### src/rtl/tsn_cmd_pkg.sv
// tsn_cmd_pkg: shared command field positions, type/target codes, register map and FSM types
package tsn_cmd_pkg;
  localparam int CMD_W    = 204;
  localparam int TGT_MSB  = 195;
  localparam int TGT_LSB  = 188;
  localparam int TYPE_MSB = 187;
  localparam int TYPE_LSB = 184;
  localparam int ADDR_MSB = 183;
  localparam int ADDR_LSB = 152;
  localparam int DATA_W   = 152;
  localparam logic [3:0] CMD_WR   = 4'h1;
  localparam logic [3:0] CMD_RD   = 4'h2;
  localparam logic [3:0] CMD_ACK  = 4'h6;
  localparam logic [3:0] CMD_NACK = 4'h7;
  localparam logic [7:0] TGT_REG      = 8'h00;
  localparam logic [7:0] TGT_NOP_BASE = 8'h03;
  localparam logic [7:0] TGT_FLT      = 8'h0C;
  localparam logic [31:0] REG_CFG_FINISH = 32'h03;
  localparam logic [31:0] REG_PORT_TYPE  = 32'h04;
  localparam logic [31:0] REG_QBV_OR_QCH = 32'h05;
  localparam logic [31:0] REG_BE_THR     = 32'h0C;
  localparam logic [31:0] REG_RC_THR     = 32'h0D;
  localparam logic [31:0] REG_MAP_THR    = 32'h0E;
  localparam logic [31:0] REG_STATUS     = 32'h10;
  typedef enum logic [1:0] {RD_IDLE, RD_ISSUE, RD_WAIT, RD_RESP} rd_state_e;
  typedef enum logic [1:0] {K_REG, K_NOP, K_FLT, K_BAD} tgt_kind_e;
  function automatic tgt_kind_e tgt_kind(input logic [7:0] tgt, input int port_num);
    return tgt == TGT_REG ? K_REG :
           tgt == TGT_FLT ? K_FLT :
           (tgt >= TGT_NOP_BASE && int'(tgt) < int'(TGT_NOP_BASE) + port_num) ? K_NOP : K_BAD;
  endfunction
endpackage

### src/rtl/cmd_rd_engine.sv
// cmd_rd_engine: read FSM honouring RAM latency, rdata mux and ack/nack word formatter
//   iv_cmd/i_cmd_wr      read command, taken only while o_ready
//   i_stall              a write owns the targeted RAM this cycle; hold in ISSUE
//   iv_reg_rdata         register value selected by ov_addr (sampled at end of ISSUE)
//   iv_nop_rdata/iv_flt_rdata  RAM read data
//   ov_issue_nop/o_issue_flt   RAM the engine wants this cycle (for collision detect)
//   ov_nop_rd/o_flt_rd   actual read strobes; ov_addr latched read address
//   ov_ack/o_ack_wr      ack or nack word with one-cycle valid; o_nack_inc on illegal read
module cmd_rd_engine
  import tsn_cmd_pkg::*;
#(
  parameter int PORT_NUM   = 5,
  parameter int NOP_DW     = 8,
  parameter int FLT_DW     = 9,
  parameter int RAM_RD_LAT = 1
) (
  input  logic                       i_clk,
  input  logic                       i_rst_n,
  input  logic [CMD_W-1:0]           iv_cmd,
  input  logic                       i_cmd_wr,
  input  logic                       i_stall,
  input  logic [31:0]                iv_reg_rdata,
  input  logic [PORT_NUM*NOP_DW-1:0] iv_nop_rdata,
  input  logic [FLT_DW-1:0]          iv_flt_rdata,
  output logic                       o_ready,
  output logic                       o_nack_inc,
  output logic [31:0]                ov_addr,
  output logic [PORT_NUM-1:0]        ov_issue_nop,
  output logic                       o_issue_flt,
  output logic [PORT_NUM-1:0]        ov_nop_rd,
  output logic                       o_flt_rd,
  output logic [CMD_W-1:0]           ov_ack,
  output logic                       o_ack_wr
);
  rd_state_e state_q, state_d;
  tgt_kind_e kind_q, kind_d, cmd_kind;
  logic [7:0] tgt_q, tgt_d;
  logic [31:0] addr_q, addr_d;
  logic [3:0] port_q, port_d;
  logic [2:0] cnt_q, cnt_d;
  logic [DATA_W-1:0] data_q, data_d;
  logic [7:0] cmd_tgt;
  logic cmd_bad;
  logic unused_cmd;
  assign cmd_tgt    = iv_cmd[TGT_MSB:TGT_LSB];
  assign cmd_kind   = tgt_kind(cmd_tgt, PORT_NUM);
  assign cmd_bad    = cmd_kind == K_BAD || iv_cmd[TYPE_MSB:TYPE_LSB] != CMD_RD;
  assign unused_cmd = ^{iv_cmd[CMD_W-1:TGT_MSB+1], iv_cmd[DATA_W-1:0]};
  always_comb begin
    state_d = state_q;
    kind_d  = kind_q;
    tgt_d   = tgt_q;
    addr_d  = addr_q;
    port_d  = port_q;
    cnt_d   = cnt_q;
    data_d  = data_q;
    case (state_q)
      RD_IDLE: if (i_cmd_wr) begin
        state_d = RD_ISSUE;
        kind_d  = cmd_bad ? K_BAD : cmd_kind;
        tgt_d   = cmd_tgt;
        addr_d  = iv_cmd[ADDR_MSB:ADDR_LSB];
        port_d  = 4'(cmd_tgt - TGT_NOP_BASE);
        cnt_d   = '0;
        data_d  = '0;
      end
      RD_ISSUE: begin
        // register reads and nacks skip the RAM wait entirely
        data_d  = kind_q == K_REG ? DATA_W'(iv_reg_rdata) : data_q;
        state_d = (kind_q == K_REG || kind_q == K_BAD) ? RD_RESP : i_stall ? RD_ISSUE : RD_WAIT;
      end
      RD_WAIT: if (cnt_q == 3'(RAM_RD_LAT - 1)) begin
        data_d  = kind_q == K_FLT ? DATA_W'(iv_flt_rdata) : DATA_W'(iv_nop_rdata[port_q*NOP_DW +: NOP_DW]);
        state_d = RD_RESP;
      end else
        cnt_d = cnt_q + 3'd1;
      default: state_d = RD_IDLE;
    endcase
  end
  always_ff @(posedge i_clk or negedge i_rst_n)
    if (!i_rst_n) begin
      state_q <= RD_IDLE;
      kind_q  <= K_REG;
      tgt_q   <= '0;
      addr_q  <= '0;
      port_q  <= '0;
      cnt_q   <= '0;
      data_q  <= '0;
    end else begin
      state_q <= state_d;
      kind_q  <= kind_d;
      tgt_q   <= tgt_d;
      addr_q  <= addr_d;
      port_q  <= port_d;
      cnt_q   <= cnt_d;
      data_q  <= data_d;
    end
  assign o_ready      = state_q == RD_IDLE;
  assign o_nack_inc   = state_q == RD_IDLE && i_cmd_wr && cmd_bad;
  assign ov_addr      = addr_q;
  assign ov_issue_nop = (state_q == RD_ISSUE && kind_q == K_NOP) ? PORT_NUM'(1) << port_q : '0;
  assign o_issue_flt  = state_q == RD_ISSUE && kind_q == K_FLT;
  assign ov_nop_rd    = i_stall ? '0 : ov_issue_nop;
  assign o_flt_rd     = o_issue_flt && !i_stall;
  assign o_ack_wr     = state_q == RD_RESP;
  assign ov_ack       = o_ack_wr ? {8'h00, tgt_q, kind_q == K_BAD ? CMD_NACK : CMD_ACK, addr_q, data_q} : '0;
endmodule

### src/rtl/cmd_parser_param.sv
// cmd_parser_param: decodes configuration commands into register updates and NOP/FLT RAM accesses
//   iv_wr_command/i_wr_command_wr   write command, always accepted; effect one cycle later
//   iv_rd_command/i_rd_command_wr   read command, accepted while o_rd_command_ready
//   ov_rd_command_ack/_wr           ack (type 6) or nack (type 7) word with one-cycle valid
//   ov_*_threshold_value, ov_port_type, ov_cfg_finish, o_qbv_or_qch   configuration registers
//   ov_nop_ram_* / *flt_ram_*       RAM ports; address/wdata are zero unless a strobe is active
module cmd_parser_param
  import tsn_cmd_pkg::*;
#(
  parameter int PORT_NUM   = 5,
  parameter int NOP_AW     = 10,
  parameter int NOP_DW     = 8,
  parameter int FLT_AW     = 14,
  parameter int FLT_DW     = 9,
  parameter int RAM_RD_LAT = 1
) (
  input  logic                       i_clk,
  input  logic                       i_rst_n,
  input  logic [CMD_W-1:0]           iv_wr_command,
  input  logic                       i_wr_command_wr,
  input  logic [CMD_W-1:0]           iv_rd_command,
  input  logic                       i_rd_command_wr,
  output logic                       o_rd_command_ready,
  output logic [CMD_W-1:0]           ov_rd_command_ack,
  output logic                       o_rd_command_ack_wr,
  output logic [8:0]                 ov_be_threshold_value,
  output logic [8:0]                 ov_rc_threshold_value,
  output logic [8:0]                 ov_map_req_threshold_value,
  output logic [PORT_NUM-1:0]        ov_port_type,
  output logic [1:0]                 ov_cfg_finish,
  output logic                       o_qbv_or_qch,
  output logic [PORT_NUM*NOP_AW-1:0] ov_nop_ram_addr,
  output logic [PORT_NUM*NOP_DW-1:0] ov_nop_ram_wdata,
  output logic [PORT_NUM-1:0]        ov_nop_ram_wr,
  output logic [PORT_NUM-1:0]        ov_nop_ram_rd,
  input  logic [PORT_NUM*NOP_DW-1:0] iv_nop_ram_rdata,
  output logic [FLT_AW-1:0]          ov_flt_ram_addr,
  output logic [FLT_DW-1:0]          ov_flt_ram_wdata,
  output logic                       o_flt_ram_wr,
  output logic                       o_flt_ram_rd,
  input  logic [FLT_DW-1:0]          iv_flt_ram_rdata
);
  localparam int WA = NOP_AW > FLT_AW ? NOP_AW : FLT_AW;
  localparam int WD = NOP_DW > FLT_DW ? NOP_DW : FLT_DW;
  logic [7:0] wr_tgt;
  logic [31:0] wr_addr;
  logic [DATA_W-1:0] wr_data;
  tgt_kind_e wr_kind;
  logic wr_legal, wr_ok, reg_we;
  logic [1:0] cfg_finish_q, cfg_finish_d;
  logic [PORT_NUM-1:0] port_type_q, port_type_d;
  logic qbv_q, qbv_d;
  logic [8:0] be_thr_q, be_thr_d, rc_thr_q, rc_thr_d, map_thr_q, map_thr_d;
  logic [15:0] wr_cnt_q, wr_cnt_d, nack_cnt_q, nack_cnt_d;
  logic [PORT_NUM-1:0] nop_wr_q, nop_wr_d;
  logic flt_wr_q, flt_wr_d;
  logic [WA-1:0] wr_addr_q, wr_addr_d;
  logic [WD-1:0] wr_data_q, wr_data_d;
  logic rd_nack, stall, issue_flt, flt_rd;
  logic [31:0] rd_addr, reg_rdata;
  logic [PORT_NUM-1:0] issue_nop, nop_rd;
  logic unused_bits;
  assign wr_tgt      = iv_wr_command[TGT_MSB:TGT_LSB];
  assign wr_addr     = iv_wr_command[ADDR_MSB:ADDR_LSB];
  assign wr_data     = iv_wr_command[DATA_W-1:0];
  assign wr_kind     = tgt_kind(wr_tgt, PORT_NUM);
  assign unused_bits = ^{iv_wr_command, rd_addr};
  always_comb begin
    wr_legal     = iv_wr_command[TYPE_MSB:TYPE_LSB] == CMD_WR && wr_kind != K_BAD &&
                   !(wr_kind == K_REG && wr_addr == REG_STATUS);
    wr_ok        = i_wr_command_wr && wr_legal;
    reg_we       = wr_ok && wr_kind == K_REG;
    cfg_finish_d = reg_we && wr_addr == REG_CFG_FINISH ? wr_data[1:0] : cfg_finish_q;
    port_type_d  = reg_we && wr_addr == REG_PORT_TYPE ? wr_data[PORT_NUM-1:0] : port_type_q;
    qbv_d        = reg_we && wr_addr == REG_QBV_OR_QCH ? wr_data[0] : qbv_q;
    be_thr_d     = reg_we && wr_addr == REG_BE_THR ? wr_data[8:0] : be_thr_q;
    rc_thr_d     = reg_we && wr_addr == REG_RC_THR ? wr_data[8:0] : rc_thr_q;
    map_thr_d    = reg_we && wr_addr == REG_MAP_THR ? wr_data[8:0] : map_thr_q;
    nop_wr_d     = wr_ok && wr_kind == K_NOP ? PORT_NUM'(1) << 4'(wr_tgt - TGT_NOP_BASE) : '0;
    flt_wr_d     = wr_ok && wr_kind == K_FLT;
    wr_addr_d    = (|nop_wr_d || flt_wr_d) ? wr_addr[WA-1:0] : '0;
    wr_data_d    = (|nop_wr_d || flt_wr_d) ? wr_data[WD-1:0] : '0;
    wr_cnt_d     = wr_cnt_q + 16'(wr_ok);
    // an illegal write and an illegal read may land in the same cycle
    nack_cnt_d   = nack_cnt_q + 16'(i_wr_command_wr && !wr_legal) + 16'(rd_nack);
  end
  always_ff @(posedge i_clk or negedge i_rst_n)
    if (!i_rst_n) begin
      cfg_finish_q <= '0;
      port_type_q  <= '1;
      qbv_q        <= 1'b0;
      be_thr_q     <= '0;
      rc_thr_q     <= '0;
      map_thr_q    <= '0;
      wr_cnt_q     <= '0;
      nack_cnt_q   <= '0;
      nop_wr_q     <= '0;
      flt_wr_q     <= 1'b0;
      wr_addr_q    <= '0;
      wr_data_q    <= '0;
    end else begin
      cfg_finish_q <= cfg_finish_d;
      port_type_q  <= port_type_d;
      qbv_q        <= qbv_d;
      be_thr_q     <= be_thr_d;
      rc_thr_q     <= rc_thr_d;
      map_thr_q    <= map_thr_d;
      wr_cnt_q     <= wr_cnt_d;
      nack_cnt_q   <= nack_cnt_d;
      nop_wr_q     <= nop_wr_d;
      flt_wr_q     <= flt_wr_d;
      wr_addr_q    <= wr_addr_d;
      wr_data_q    <= wr_data_d;
    end
  // the write strobe owns the shared RAM port; a read aimed at the same RAM waits a cycle
  assign stall = |(issue_nop & nop_wr_q) || (issue_flt && flt_wr_q);
  assign reg_rdata = rd_addr == REG_CFG_FINISH ? 32'(cfg_finish_q) :
                     rd_addr == REG_PORT_TYPE  ? 32'(port_type_q) :
                     rd_addr == REG_QBV_OR_QCH ? 32'(qbv_q) :
                     rd_addr == REG_BE_THR     ? 32'(be_thr_q) :
                     rd_addr == REG_RC_THR     ? 32'(rc_thr_q) :
                     rd_addr == REG_MAP_THR    ? 32'(map_thr_q) :
                     rd_addr == REG_STATUS     ? {nack_cnt_q, wr_cnt_q} : '0;
  cmd_rd_engine #(
    .PORT_NUM(PORT_NUM), .NOP_DW(NOP_DW), .FLT_DW(FLT_DW), .RAM_RD_LAT(RAM_RD_LAT)
  ) u_rd (
    .i_clk        (i_clk),
    .i_rst_n      (i_rst_n),
    .iv_cmd       (iv_rd_command),
    .i_cmd_wr     (i_rd_command_wr),
    .i_stall      (stall),
    .iv_reg_rdata (reg_rdata),
    .iv_nop_rdata (iv_nop_ram_rdata),
    .iv_flt_rdata (iv_flt_ram_rdata),
    .o_ready      (o_rd_command_ready),
    .o_nack_inc   (rd_nack),
    .ov_addr      (rd_addr),
    .ov_issue_nop (issue_nop),
    .o_issue_flt  (issue_flt),
    .ov_nop_rd    (nop_rd),
    .o_flt_rd     (flt_rd),
    .ov_ack       (ov_rd_command_ack),
    .o_ack_wr     (o_rd_command_ack_wr)
  );
  for (genvar g = 0; g < PORT_NUM; g++) begin : g_port
    assign ov_nop_ram_addr[g*NOP_AW +: NOP_AW]  = nop_wr_q[g] ? wr_addr_q[NOP_AW-1:0] :
                                                  nop_rd[g] ? rd_addr[NOP_AW-1:0] : '0;
    assign ov_nop_ram_wdata[g*NOP_DW +: NOP_DW] = nop_wr_q[g] ? wr_data_q[NOP_DW-1:0] : '0;
  end
  assign ov_nop_ram_wr              = nop_wr_q;
  assign ov_nop_ram_rd              = nop_rd;
  assign o_flt_ram_wr               = flt_wr_q;
  assign o_flt_ram_rd               = flt_rd;
  assign ov_flt_ram_addr            = flt_wr_q ? wr_addr_q[FLT_AW-1:0] : flt_rd ? rd_addr[FLT_AW-1:0] : '0;
  assign ov_flt_ram_wdata           = flt_wr_q ? wr_data_q[FLT_DW-1:0] : '0;
  assign ov_cfg_finish              = cfg_finish_q;
  assign ov_port_type               = port_type_q;
  assign o_qbv_or_qch               = qbv_q;
  assign ov_be_threshold_value      = be_thr_q;
  assign ov_rc_threshold_value      = rc_thr_q;
  assign ov_map_req_threshold_value = map_thr_q;
endmodule
### config.mk
export PLATFORM = sky130hd
export DESIGN_NAME = cmd_parser_param
export DESIGN_NICKNAME = d
export VERILOG_FILES = /design/src/rtl/tsn_cmd_pkg.sv /design/src/rtl/cmd_rd_engine.sv /design/src/rtl/cmd_parser_param.sv
export SDC_FILE = /design/constraint.sdc
export NUM_CORES = 1
export LEC_CHECK = 0
export ABC_AREA = 1
export BUFFER_PORTS_ARGS = -buffer_cell sky130_fd_sc_hd__clkbuf_2
export CORE_AREA = 8 8 312 314
export DETAILED_ROUTE_END_ITERATION = 6
export DIE_AREA = 0 0 320 322
export PLACE_DENSITY = 0.33
export SLEW_MARGIN = 20
export SYNTH_ARGS = -nofsm -noshare
export SYNTH_HDL_FRONTEND = slang
export SYNTH_HIERARCHICAL = 1
export SYNTH_SLANG_ARGS = --single-unit
### constraint.sdc
create_clock -name i_clk -period 3.7 [get_ports i_clk]
set_input_delay 0.185 -clock i_clk [delete_from_list [all_inputs] [get_ports i_clk]]
set_output_delay 0.185 -clock i_clk [all_outputs]
set_load 0.005 [all_outputs]
==> results of run 1 <==
## metrics by stage
step / instances / setup WS, ns / hold WS (ns)
5_1_grt: 3377 / -0.0140 / 0.0566
4_1_cts: 3375 / 0.0132 / 0.0159
3_3_place_gp: 3270 / 0.291 / 0.316
2_1_floorplan: 1837 / 0.964 / -0.111
3_5_place_dp: 3270 / 0.364 / 0.311
6_report: 3383 / 0.236 / 0.0701
## logic make-up after synthesis
group	after synthesis	share of synthesized area, %
other	1	0.0315
XOR/XNOR	26	1.92
buffers and inverters	446	19.1
flip-flops	179	37.7
adder cells (fa/ha/maj)	16	1.75
AO/OA/AOI/OAI	174	8.87
AND/OR/NAND/NOR	867	30.6
## layer usage
layer | vias to the layer above | GRT usage (%)
met4 | 4 | 2.70
met5 | - | 0
met2 | 505 | 17.5
li1 | 5921 | -
met1 | 5575 | 18.2
met3 | 33 | 4.56
## worst max-delay path, delay by kind of cell (launching register included)
family	cells	cell delay [ns]
flops	1	0.46
compound gates	3	0.59
simple gates	5	0.70
buf+inv	4	0.77
fa+ha+maj	1	0.24
## registers in the layout, summed over array words and instances (netlist names)
name and count:
nack_cnt_q 16, o_qbv_or_qch 1, u_rd/tgt_q 8, ov_port_type 5, u_rd/ov_addr 32, wr_cnt_q 16, u_rd/port_q 4, ov_nop_ram_wr 5
u_rd/cnt_q 3, ov_rc_threshold_value 9, wr_addr_q 14, ov_be_threshold_value 9, wr_data_q 9, ov_cfg_finish 2, u_rd/data_q 32, o_flt_ram_wr 1
ov_map_req_threshold_value 9, u_rd/kind_q 2, u_rd/state_q 2
## report_power, final
group,switching [mW],total (mW),internal [mW],leakage (nW)
Sequential,0.326,2.59,2.27,2.32
Clock,0.996,1.95,0.956,0.274
Combinational,1.97,2.75,0.787,6.92
Total,3.29,7.30,4.01,9.51
## cells in the final DEF, fill, tap and decap left out, types with 7 or more instances in the layout
master | synthesis | layout
nor3_1 | 17 | 14
nor2_2 | 8 | 8
clkbuf_16 | 0 | 17
o21ai_1 | 17 | 17
nor2_4 | 7 | 7
o22ai_1 | 53 | 50
conb_1 | 1 | 129
nand2_2 | 6 | 7
diode_2 | 0 | 7
a21oi_2 | 20 | 20
dlygate4sd3_1 | 0 | 70
nor3_2 | 6 | 9
ha_1 | 15 | 14
nand4_1 | 8 | 8
a21oi_1 | 13 | 13
nor2_1 | 102 | 102
inv_1 | 240 | 240
o21ai_0 | 60 | 60
dfrtp_1 | 174 | 173
inv_2 | 11 | 11
clkbuf_2 | 2 | 384
xor2_1 | 26 | 26
buf_4 | 136 | 45
nand2_1 | 615 | 614
nand3_1 | 83 | 82
## repair_timing
item / 4_1_cts / 5_1_grt
resized for setup: 1 / 12
endpoints found under the hold margin: 179 / 0
cloned: 0 / 0
hold buffers: 70 / 0
pin swaps: 2 / 2
setup buffers: 3 / 1
endpoints found under the setup margin: 24 / 48
## final cells by class
class / instances / area [µm²]
fill: 10800 / 76300
multi-input combinational: 1212 / 5680
sequential: 179 / 4490
timing repair buffer: 503 / 3020
tap: 1197 / 1500
inverter: 253 / 952
clock buffer: 20 / 437
clock inverter: 12 / 141
antenna: 7 / 17.5
## worst max path at each step
stage                                   from                  end  slack (ns)  depth (start not counted)
after floorplan              u_rd/state_q[0]       nack_cnt_q[12]        0.96                         15
after global placement    iv_rd_command[188]       nack_cnt_q[12]        0.29                         18
after detailed placement  iv_rd_command[188]       nack_cnt_q[12]        0.36                         18
after CTS                    u_rd/state_q[1]  ov_nop_ram_addr[42]        0.01                         14
after global routing         u_rd/state_q[0]  ov_nop_ram_addr[18]       -0.01                         11
final                        u_rd/state_q[0]  ov_nop_ram_addr[44]        0.24                         13
==> flow_summary.json, run 1 <==
{
  "relSlewSlack_pct": 31.4,
  "fin_util_pct": 17.5,
  "place.gp.congestion": 0.775,
  "met3RoutedLength_um": 5920,
  "final_cell_area_um2": 16200,
  "timing.rr.start": "u_rd/ov_addr[5]",
  "grt_pass1_wl_um": 92200,
  "hold_depth": 7,
  "period_needed_ns": 3.46,
  "tightest_slew_ns": 1.03,
  "grtUsageTotal_pct": 12.5,
  "drive_above_1_share_pct": 25.3,
  "path_common_cell": "buf_4",
  "dr_wl_met2_um": 25600,
  "core-area_um2": 92500,
  "whs_endpoint": "u_rd/data_q[6]",
  "p_leak_nw": 9.51,
  "cts_tree": "done",
  "wl_um": 66300,
  "clk_path_buf_depth": 2,
  "hold_path_startpoint": "iv_flt_ram_rdata[6]",
  "clockRootBuffer": "clkbuf_16",
  "drtAntennaViolNets": 0,
  "antenna_found_initial": 13,
  "cts_buffers": 17,
  "clk_pin_slew_ns": 0.09,
  "met1_length_um": 34000,
  "synth-warning-count": 6,
  "total_power_mw": 7.30,
  "die_w_um": 320,
  "drv_cap": 0,
  "die_h_um": 322,
  "fin_crit_sh_pct": 93.6,
  "grt_max_degree": 80,
  "synth.distinct_cells": 48,
  "vias": 12000,
  "syn_area_um2": 11900,
  "synthCells": 1709,
  "synth_common_cells": "nand2_1 (615), inv_1 (240), dfrtp_1 (174), buf_4 (136), nor2_1 (102)",
  "synthTopCellsByArea": "dfrtp_1 (37%), nand2_1 (19%), buf_4 (8.6%)",
  "path_cells": "ha_1 > nand4_1 > nor2_1 > a22o_1 > a221oi_2 > nand3_2 > buf_6 > nor3_1 > buf_4 > nand2_1 > buf_4 > o22ai_1 > clkbuf_2",
  "grt_pass1_vias": 12600,
  "grt-ovfl-total": 0,
  "synth_area_per_cell_um2": 6.96,
  "rows": 112,
  "fin_tns_setup_ns": 0,
  "dpl_cell_area_um2": 14800,
  "highest_layer": "met5",
  "synth_top_flop_cell": "dfrtp_1",
  "yosys.cell_count.top_type": "nand2_1",
  "p_per_area_nw_per_um2": 450,
  "die_area_um2": 103000,
  "clkLatencyLatePin_ns": 0.50,
  "yosysSeqAreaShare_pct": 37.7,
  "cp-start-kind": "flip-flop",
  "cp_slowest_stage_delay_ns": 0.46,
  "area_delta_synth_final_pct": 36.5,
  "hold_viol_final": 0,
  "htree_levels": 4,
  "synth_top_area_cell": "dfrtp_1",
  "finalSetupViolations": 0,
  "hpwl_um": 54500,
  "dr.first_iter.drc_count": 608,
  "crit_type": "reg2out",
  "cts_sinks": 179,
  "synth_edf_count": 0,
  "end_kind": "output port",
  "ff2ff_path_depth": 10,
  "synth.top_cell.area_share_pct": 36.6,
  "max_freq_mhz": 289,
  "pin_count": 827,
  "initial_core_util_pct": 12.9,
  "r2r_slack_ns": 0.71,
  "final_nets": 2643,
  "slew_violations": 0,
  "buffer_ports.inserted": 386,
  "drc_errors": 0,
  "cp_max_fo": 10,
  "outcome": "completed",
  "crit_slowest_cell": "dfrtp_2",
  "hp-class": "in2reg",
  "ys_ff_latch": 179,
  "final.setup_skew_ns": 0.0299,
  "async_flop_share_pct": 100,
  "avgViaCountPerCell": 3.56,
  "firstDrtPassIters": 5,
  "crit_required_ns": 3.51,
  "arrival_ns": 3.28,
  "wire_per_inst_um": 19.6,
  "r2r-end": "u_rd/data_q[8]",
  "ir_worst_vdd_v": 0.000331
}
Note: power is estimated with default switching activity, not from simulation.
==> run 2, diff against run 1 <==
--- a/config.mk
+++ b/config.mk
@@ -7,10 +7,10 @@
 export LEC_CHECK = 0
 export ABC_AREA = 1
 export BUFFER_PORTS_ARGS = -buffer_cell sky130_fd_sc_hd__clkbuf_2
-export CORE_AREA = 8 8 312 314
+export CORE_AREA = 8 8 320 322
 export DETAILED_ROUTE_END_ITERATION = 6
-export DIE_AREA = 0 0 320 322
-export PLACE_DENSITY = 0.33
+export DIE_AREA = 0 0 328 330
+export PLACE_DENSITY = 0.32
 export SLEW_MARGIN = 20
 export SYNTH_ARGS = -nofsm -noshare
 export SYNTH_HDL_FRONTEND = slang
==> flow_summary.json, run 2 (synthesis results as in run 1) <==
{
  "cts_sinks": 179,
  "grt_pass1_wl_um": 91800,
  "initial_core_util_pct": 12.2,
  "fin_util_pct": 16.7,
  "ir_worst_vdd_v": 0.000331,
  "drtAntennaViolNets": 0,
  "startpoint": "u_rd/state_q[0]",
  "clockRootBuffer": "clkbuf_16",
  "die_area_um2": 108000,
  "rsz0062_at_grt": "no",
  "clk_path_buf_depth": 2,
  "firstDrtPassIters": 5,
  "max_freq_mhz": 286,
  "fin_crit_sh_pct": 94.5,
  "crit_type": "reg2out",
  "cp_max_fo": 10,
  "wire_per_inst_um": 19.0,
  "die_h_um": 330,
  "vias": 11900,
  "n_fill_cell": 11300,
  "final.setup_skew_ns": 0.0138,
  "htree_levels": 4,
  "core-area_um2": 97400,
  "place.gp.congestion": 0.747,
  "grt_max_degree": 74,
  "wl_um": 66000,
  "clkLatencyLatePin_ns": 0.49,
  "grt_pass1_vias": 12500,
  "clk_pin_slew_ns": 0.08,
  "holdWs_ns": 0.0712,
  "grt-ovfl-total": 0,
  "outcome": "completed",
  "area_delta_synth_final_pct": 37.1,
  "pin_count": 827,
  "cts_tree": "done",
  "dp_cells": 3354,
  "final_cells": 3462,
  "mostFrequentLayoutCell": "nand2_1",
  "cp-start-kind": "flip-flop",
  "grtUsageTotal_pct": 11.8,
  "fin_ws_ns": 0.205,
  "finalSetupViolations": 0,
  "r2r-end": "u_rd/data_q[8]",
  "crit_end": "ov_nop_ram_addr[27]",
  "period_needed_ns": 3.49,
  "ff2ff_path_depth": 14,
  "hpwl_um": 54200,
  "drc_errors": 0,
  "final_nets": 2636,
  "tightest_slew_ns": 1.05,
  "avgViaCountPerCell": 3.45,
  "hp-class": "in2reg",
  "fin_tns_setup_ns": 0,
  "cts_buffers": 17,
  "multi_input_area_um2": 5680,
  "final_cell_mix": "nand2_1 (614), clkbuf_2 (383), inv_1 (240)",
  "rows": 115,
  "p_leak_nw": 9.48,
  "hold_viol_final": 0,
  "end_kind": "output port",
  "crit_required_ns": 3.51,
  "antenna_found_initial": 11,
  "p_per_area_nw_per_um2": 449,
  "dr.first_iter.drc_count": 566,
  "buffer_ports.inserted": 386,
  "arrival_ns": 3.31,
  "die_w_um": 328,
  "timing.rr.start": "u_rd/ov_addr[4]",
  "relSlewSlack_pct": 29.7,
  "drv_cap": 0,
  "drive_above_1_share_pct": 25.2,
  "slew_violations": 0,
  "r2r_slack_ns": 0.69,
  "post-place-ws_ns": 0.259,
  "register_area_um2": 4490
}
==> run 2: stage by stage <==
stage / cell area, µm² / power, mW
after floorplan: 12400 / 4.22
after global placement: 14900 / 5.39
after detailed placement: 14900 / 5.38
after CTS: 16200 / 7.53
after global routing: 16300 / 7.95
final: 16300 / 7.32
==> run 2: worst max-delay path, stage by stage, from the launching register on <==
cell and delay, ns:
dfrtp_1 0.46, ha_1 0.26, nand4_1 0.09, buf_4 0.15, nor2_1 0.06, a22o_1 0.22
a221oi_1 0.26, nand3_2 0.21, nor3_1 0.40, nand2_1 0.09, buf_4 0.24, o22ai_1 0.19
clkbuf_2 0.18
==> run 2: worst min path at each step <==
stage / from / to / cells after the start / slack, ns
2_1_floorplan: i_rst_n / nack_cnt_q[0] / 0 / -0.11
3_3_place_gp: i_rst_n / u_rd/data_q[29] / 1 / 0.24
3_5_place_dp: i_rst_n / u_rd/data_q[29] / 1 / 0.24
4_1_cts: iv_wr_command[0] / ov_port_type[0] / 3 / 0.006
5_1_grt: iv_wr_command[0] / ov_port_type[0] / 3 / 0.03
6_report: iv_flt_ram_rdata[8] / u_rd/data_q[8] / 4 / 0.07
==> run 2: what timing repair did <==
action                                  CTS  global route
gates resized for setup                   3            12
endpoints found under the setup margin   32            52
pin swaps                                 1             1
hold endpoints to repair                155             0
buffers inserted                          2             1
hold buffers                             70             0
==> run 2: routing by layer <==
metal	global-route usage (%)	share of wire, %
met5	0	0.097
met4	2.60	1.1
met1	17.4	52
met3	3.92	8.5
met2	16.3	39
==> run 2: report_power, final <==
group          internal [mW]  total, mW  leakage (nW)  switching [mW]
Combinational          0.782       2.74          6.88            1.96
Sequential              2.27       2.59          2.32           0.320
Clock                  0.965       1.98         0.283            1.02
==> run 2: area by class of cell <==
cell class	count	area share, %
antenna	3	0.0461
clock buffer	18	2.63
clock inverter	14	1.04
inverter	253	5.84
multi-input combinational	1212	34.8
sequential	179	27.5
tap	1287	9.88
timing repair buffer	496	18.2
